`src/rtl/uart_pkg.sv`:
```
// Shared types and constants for the 8N1 UART receiver.
package uart_pkg;

  localparam int UART_DATA_BITS    = 8;
  localparam int UART_CLKS_PER_BIT = 108;

  typedef enum logic [2:0] {
    IDLE,
    START,
    DATA,
    STOP,
    DONE
  } rx_state_t;

endpackage

```
`src/rtl/uart_sync.sv`:
```
// N-flop synchronizer for an asynchronous input; flops preset to 1 so an idle
// UART line is seen as idle straight out of reset.
module uart_sync #(
  parameter int N = 2
) (
  input  logic i_clk,
  input  logic i_rst_n,
  input  logic i_d,
  output logic o_q
);

  logic [N-1:0] r_sync;

  always_ff @(posedge i_clk or negedge i_rst_n) begin
    if (!i_rst_n) r_sync <= '1;
    else          r_sync <= {r_sync[N-2:0], i_d};
  end

  assign o_q = r_sync[N-1];

endmodule

```
`src/rtl/uart_rx_8n1.sv`:
```
// 8N1 UART receiver, centre-sampling with the system clock.
// Optional macro UART_RX_FRAME_ERR_EN adds the uart_frame_err pulse output.
//
// state | meaning
// IDLE  | waiting for a falling edge (blocked while the break flag is set)
// START | counting to mid start bit, rejecting glitches
// DATA  | sampling 8 data bits at their centres, LSB first
// STOP  | sampling the stop bit; good frame -> DONE, framing error -> IDLE
// DONE  | one-cycle valid strobe
module uart_rx_8n1
  import uart_pkg::*;
#(
  parameter int CLKS_PER_BIT = UART_CLKS_PER_BIT,
  parameter int SYNC_STAGES  = 2
) (
  input  logic                      uart_clock,
  input  logic                      uart_reset,
  input  logic                      uart_d_in,
  output logic [UART_DATA_BITS-1:0] uart_d_out,
  output logic                      uart_valid
`ifdef UART_RX_FRAME_ERR_EN
  ,
  output logic                      uart_frame_err
`endif
);

  localparam int            CW       = $clog2(CLKS_PER_BIT);
  localparam logic [CW-1:0] HALF_CNT = CW'((CLKS_PER_BIT - 1) / 2);
  localparam logic [CW-1:0] LAST_CNT = CW'(CLKS_PER_BIT - 1);
  localparam logic [2:0]    LAST_BIT = 3'(UART_DATA_BITS - 1);

  logic                      w_rx_s;
  rx_state_t                 r_state;
  logic [CW-1:0]             r_clk_cnt;
  logic [2:0]                r_bit_idx;
  logic [UART_DATA_BITS-1:0] r_shift;
  logic [UART_DATA_BITS-1:0] r_d_out;
  logic                      r_valid;
  logic                      r_break;
  logic                      r_frame_err;

  uart_sync #(.N(SYNC_STAGES)) u_sync (
    .i_clk   (uart_clock),
    .i_rst_n (uart_reset),
    .i_d     (uart_d_in),
    .o_q     (w_rx_s)
  );

  always_ff @(posedge uart_clock or negedge uart_reset) begin
    if (!uart_reset) begin
      r_state     <= IDLE;
      r_clk_cnt   <= '0;
      r_bit_idx   <= '0;
      r_shift     <= '0;
      r_d_out     <= '0;
      r_valid     <= 1'b0;
      r_break     <= 1'b0;
      r_frame_err <= 1'b0;
    end else begin
      r_valid     <= 1'b0;
      r_frame_err <= 1'b0;
      if (w_rx_s) r_break <= 1'b0;
      case (r_state)
        IDLE: begin
          r_clk_cnt <= '0;
          if (!w_rx_s && !r_break) r_state <= START;
        end
        START: begin
          if (r_clk_cnt == HALF_CNT) begin
            r_clk_cnt <= '0;
            r_bit_idx <= '0;
            r_state   <= w_rx_s ? IDLE : DATA;
          end else begin
            r_clk_cnt <= r_clk_cnt + CW'(1);
          end
        end
        DATA: begin
          if (r_clk_cnt == LAST_CNT) begin
            r_clk_cnt          <= '0;
            r_shift[r_bit_idx] <= w_rx_s;
            if (r_bit_idx == LAST_BIT) r_state   <= STOP;
            else                       r_bit_idx <= r_bit_idx + 3'd1;
          end else begin
            r_clk_cnt <= r_clk_cnt + CW'(1);
          end
        end
        STOP: begin
          if (r_clk_cnt == LAST_CNT) begin
            r_clk_cnt <= '0;
            if (w_rx_s) begin
              r_d_out <= r_shift;
              r_valid <= 1'b1;
              r_state <= DONE;
            end else begin
              // Line still low: hold off re-arming until it has gone high.
              r_break     <= 1'b1;
              r_frame_err <= 1'b1;
              r_state     <= IDLE;
            end
          end else begin
            r_clk_cnt <= r_clk_cnt + CW'(1);
          end
        end
        DONE:    r_state <= IDLE;
        default: r_state <= IDLE;
      endcase
    end
  end

  assign uart_d_out = r_d_out;
  assign uart_valid = r_valid;
`ifdef UART_RX_FRAME_ERR_EN
  assign uart_frame_err = r_frame_err;
`else
  logic w_unused_frame_err;
  assign w_unused_frame_err = r_frame_err;
`endif

endmodule

```
`config.mk`:
```
export PLATFORM = sky130hd
export DESIGN_NAME = uart_rx_8n1
export DESIGN_NICKNAME = d
export VERILOG_FILES = /design/src/rtl/uart_pkg.sv /design/src/rtl/uart_sync.sv /design/src/rtl/uart_rx_8n1.sv
export SDC_FILE = /design/constraint.sdc
export NUM_CORES = 1
export LEC_CHECK = 0
export ABC_CLOCK_PERIOD_IN_PS = 2300
export BUFFER_PORTS_ARGS = -buffer_cell sky130_fd_sc_hd__buf_4
export CAP_MARGIN = 25
export CORE_UTILIZATION = 50
export CTS_CLUSTER_SIZE = 25
export DETAILED_ROUTE_END_ITERATION = 10
export PLACE_DENSITY = 0.64
export RECOVER_POWER = 100
export REMOVE_ABC_BUFFERS = 1
export SYNTH_ARGS = -nofsm -noshare
export SYNTH_HDL_FRONTEND = slang
export SYNTH_SLANG_ARGS = --single-unit
```
`constraint.sdc`:
```
create_clock -name uart_clock -period 2.3 [get_ports uart_clock]
set_input_delay 0.115 -clock uart_clock [delete_from_list [all_inputs] [get_ports uart_clock]]
set_output_delay 0.115 -clock uart_clock [all_outputs]
set_load 0.005 [all_outputs]
```
Word level (Yosys, flattened, before mapping). Cells that the tools add are included. W data, S select, Z words.

Register bits: 33. Bits of input ports: 3. Output and inout port bits: 9.

$add $sub $neg: 2. Magnitude comparators: 2. Equality and inequality tests: 12. Multiplexer cells: 25. Reduce and logical (&&, ||, !) cells: 12.

Operators by type and width (number): $mux W3 (9); $pmux W7 S3 (1); $mux W7 (2); $ne A2 B2 Y1 const B (6); $pmux W3 S4 (1); $bwmux W8 (1); $mux W1 (8); $add A7 B1 Y7 const B (1); $eq A7 B6 Y1 const B (1); $eq A7 B7 Y1 const B (1); $eq A3 B2 Y1 const B (2); $pmux W3 S2 (1); $reduce_and A5 Y1 (1); $lt A3 B4 Y1 const B (1); $reduce_and A4 Y1 (1); $add A3 B1 Y3 const B (1); $demux W1 S3 (1); $eq A3 B1 Y1 const B (1); $eq A3 B3 Y1 const B (1); $ge A3 B1 Y1 const B (1); $logic_not A3 Y1 (1); $reduce_and A3 Y1 (1); $reduce_bool A3 Y1 (1); $logic_and A1 B1 Y1 (2); other kinds (5) (6).

Longest topological paths before layout.
Word-level depth: 5. Gate-level depth with buffers: 7. Depth with buffers taken out: 6.

By module. A second synthesis with hierarchy kept.

Cell total of the unflattened synthesis: 132. Area total of the unflattened synthesis: 1604.0 µm².

By module, submodules not included: uart_rx_8n1 (instances 1, cells each 130, area an instance 1551.5 µm², seq. area each 775.7 µm²); uart_sync (instances 1, cells each 2, area an instance 52.6 µm², seq. area each 52.6 µm²).

Least setup slack after synthesis. No wires, ideal clock.

Path kind: flip-flop to flip-flop. From: register r_clk_cnt[0]. To: register r_shift[2]. Arrival time: 1.915 ns. Setup slack: 0.257 ns. Cell stages (with the launch flop): 7. Clock period less this slack: 2.043 ns. Cells stage by stage: dfrtp_1 -> ha_1 -> nand2b_1 -> buf_6 -> or4_4 -> nor4b_4 -> mux2_1.

Word-level cells in the longest chain between the ends: 2.

RTL lines: start, declared (line uart_rx_8n1.sv:34) `logic [CW-1:0] r_clk_cnt;`; start signal, assigned (line uart_rx_8n1.sv:74) `r_clk_cnt <= r_clk_cnt + CW'(1);`; start signal, assigned (line uart_rx_8n1.sv:84) `r_clk_cnt <= r_clk_cnt + CW'(1);`; start signal, assigned (line uart_rx_8n1.sv:101) `r_clk_cnt <= r_clk_cnt + CW'(1);`; $eq A7 B7 Y1 (line uart_rx_8n1.sv:78) `if (r_clk_cnt == LAST_CNT) begin`; $reduce_and A2 Y1 (no line); end signal, assigned by index (line uart_rx_8n1.sv:80) `r_shift[r_bit_idx] <= w_rx_s;`; end, declared (line uart_rx_8n1.sv:36) `logic [UART_DATA_BITS-1:0] r_shift;`.

Every way passes these cells. A chain may end at the register's enable or synchronous reset.

Worst setup path in the final report. Same ends and word-level chain as after synthesis.

==> impl_metrics.py <==
metrics = {
    "critical_path": {
        "startpoint_type": "flip-flop",
        "startpoint": "r_clk_cnt[0]",
        "crit_path_end_kind": "flip-flop",
        "path_max_fanout": 5,
        "rr_startpoint": "r_clk_cnt[0]",
        "path_class": "reg2reg",
        "crit_end": "r_shift[2]",
        "crit_arrival_ns": 2.37,
        "ff2ff_setup_slack_ns": 0.16,
        "worst_r2r_endpoint": "r_shift[2]",
        "required_ns": 2.53,
        "r2r_cells": 5,
    },
    "cells_and_area": {
        "fin_nets": 164,
        "syn2layout_area_growth_pct": 13.96,
        "drive_gt1_frac": 0.2595,
        "antennaDiodeCount": 0,
        "n_fill_cell": 268,
    },
    "grt": {
        "grt_usage": 0.1942,
        "antenna_found_initial": 0,
        "grt_pass1_vias": 1011,
        "gr-total-overflow": 0,
        "grt_max_degree": 34,
        "grt_first_pass_wirelength_um": 4823,
    },
    "power": {
        "cellPowerDensity_nw_per_um2": 568.8,
        "power_uw": 1052,
        "peakVddDrop_mv": 0.3703,
        "power.static_leakage_uw": 0.0008402,
    },
    "clocking": {
        "cts_buffers": 5,
        "cts_sinks": 33,
        "tritoncts": "built",
        "clock_latency_ns": 0.34,
        "root_buffer": "clkbuf_4",
        "clockBufferDepth": 2,
        "h-tree-depth": 2,
        "clk_pin_slew_ns": 0.10,
    },
    "synthesis": {
        "synth-async-reset-ratio": 1.000,
        "yosys-top-cells-count": "dfrtp_1 (31), mux2_2 (15), nor2_1 (14)",
        "yosysMostFrequentCell": "dfrtp_1",
        "avgSynthCellArea_um2": 11.51,
        "yosys-top-cells-area": "dfrtp_1 (48%), mux2_2 (10%), dfstp_2 (3.2%)",
        "yosysTopAreaCellShare": 0.4780,
        "synth_flop_cell": "dfrtp_1",
        "synth-edff-count": 0,
        "syn_inst": 141,
        "syn_area_um2": 1623,
        "ys_seq_elements": 33,
        "netlist-cell-type-count": 42,
        "yosysWarningCount": 0,
        "yosysTopAreaCell": "dfrtp_1",
        "ys_seq_area_frac": 0.5104,
    },
    "die": {
        "die_h_um": 58.97,
        "die_w_um": 58.97,
        "core_um2": 3078,
        "io_pins": 12,
        "die-area_um2": 3477,
        "fp-row-count": 20,
        "start_util": 0.5272,
    },
    "drt": {
        "routed_via_density": 5.505,
        "drc": 0,
        "vias": 1112,
        "first_iter_violations": 36,
        "wire_per_inst_um": 14.23,
        "firstDrtPassIters": 4,
        "drtAntennaViolNets": 0,
        "wl_um": 2875,
    },
    "timing": {
        "rsz0062_at_grt": "false",
        "hold_violations": 0,
        "final.period_utilization": 0.9293,
        "final.setup_skew_ns": 0.005783,
        "fin_tns_setup_ns": 0,
        "drv_slew": 34,
        "slew_headroom": -0.1423,
        "finalSetupViolCount": 0,
        "worst_pin_slew_ns": 1.713,
        "min_period_ns": 2.137,
        "timing.fmax_ghz": 0.4679,
    },
    "place": {
        "gp_congestion": 0.7729,
        "port_buffers": 11,
        "dp_hpwl_um": 1986,
    },
    "min_path": {
        "hold_class": "reg2reg",
    },
    "outcome": {
        "outcome": "complete, but fails checks",
        "violations": "capacitance limit, slew limit",
    },
    "run": {
        "max-cap-violations": 1,
    },
}
## cell type report
type / instances / area [µm²] / share of cell area
timing repair buffer: 19 / 136.4 / 0.07375
tap: 44 / 55.05 / 0.02977
clock buffer: 7 / 55.05 / 0.02977
multi-input combinational: 95 / 733.2 / 0.3965
inverter: 3 / 11.26 / 0.006089
clock inverter: 1 / 30.03 / 0.01624
sequential: 33 / 828.3 / 0.4479
## report_power, final
part / switching, µW / leakage [µW] / internal (µW)
logic: 11.9 / 0.000355 / 4.18
clock network: 190 / 0.0000455 / 259
registers: 3.70 / 0.000439 / 583
total: 205 / 0.000840 / 847
## stage by stage
step / util / area [µm²] / hold slack, ns / cells / setup slack [ns]
2_1_floorplan: - / 1577 / -0.1806 / 131 / 0.2773
3_3_place_gp: 0.5715 / 1759 / 0.07391 / 192 / 0.2659
3_5_place_dp: 0.5715 / 1759 / 0.07988 / 192 / 0.1756
4_1_cts: 0.6057 / 1864 / 0.2495 / 202 / 0.1625
5_1_grt: 0.6008 / 1849 / 0.3674 / 202 / 0.006491
6_report: 0.6008 / 1849 / 0.3624 / 202 / 0.1626
## registers in the layout (all words and copies together) (netlist names)
signal         count
r_clk_cnt          7
r_bit_idx          3
uart_d_out         8
r_break            1
r_state            3
uart_valid         1
r_shift            8
u_sync.r_sync      2
## how the worst min path moves through the flow
stage / startpoint / to / cells past startpoint
after floorplan: uart_reset / r_bit_idx[0] / 0
after global placement: uart_reset / uart_d_out[5] / 1
after detailed placement: uart_reset / uart_d_out[5] / 1
after CTS: uart_reset / r_shift[7] / 2
after global routing: u_sync.r_sync[0] / u_sync.r_sync[1] / 0
final: u_sync.r_sync[0] / u_sync.r_sync[1] / 0
## logic make-up (layout without fill, tap and decap cells)
family	after synthesis	in the layout	synth area share
buffers and inverters	13	30	0.03546
AOI/OAI and AO/OA	14	14	0.06939
adders and majority gates	4	4	0.03084
xor gates and xnor gates	4	4	0.02159
and+or+nand+nor	56	56	0.2143
muxes	17	17	0.1180
DFF	33	33	0.5104
## layout by cell type, fill, tap and decap left out, types with 3 or more instances in the layout
cell	instances
nor3_1	4
nand2_1	8
ha_1	4
inv_1	3
mux2_2	15
nand3_1	3
nor2_1	14
nor4_1	5
dfrtp_1	31
nand4b_1	5
clkbuf_1	4
buf_4	4
clkbuf_4	15
nand2b_1	4
## per-layer routing
metal,vias up,part of all wire,GRT usage,routed length (µm)
met1,539,0.46,0.2425,1321
met5,-,0,0,0
met3,6,0.032,0.05895,92
met2,17,0.49,0.3084,1406
met4,0,0.019,0.09184,55
li1,550,-,-,-
## critical path, cell delays in order, from the launching register on
cell	delay, ns
dfrtp_1	0.42
ha_1	0.26
nand2b_1	0.09
or4_1	0.62
nor4b_4	0.29
mux2_1	0.34
## what timing repair did
item,4_1_cts,5_1_grt
hold buffers,2,0
resized for setup,0,0
hold endpoints to repair,32,0
setup buffers,0,0
Power figures use the tool's default switching activity.
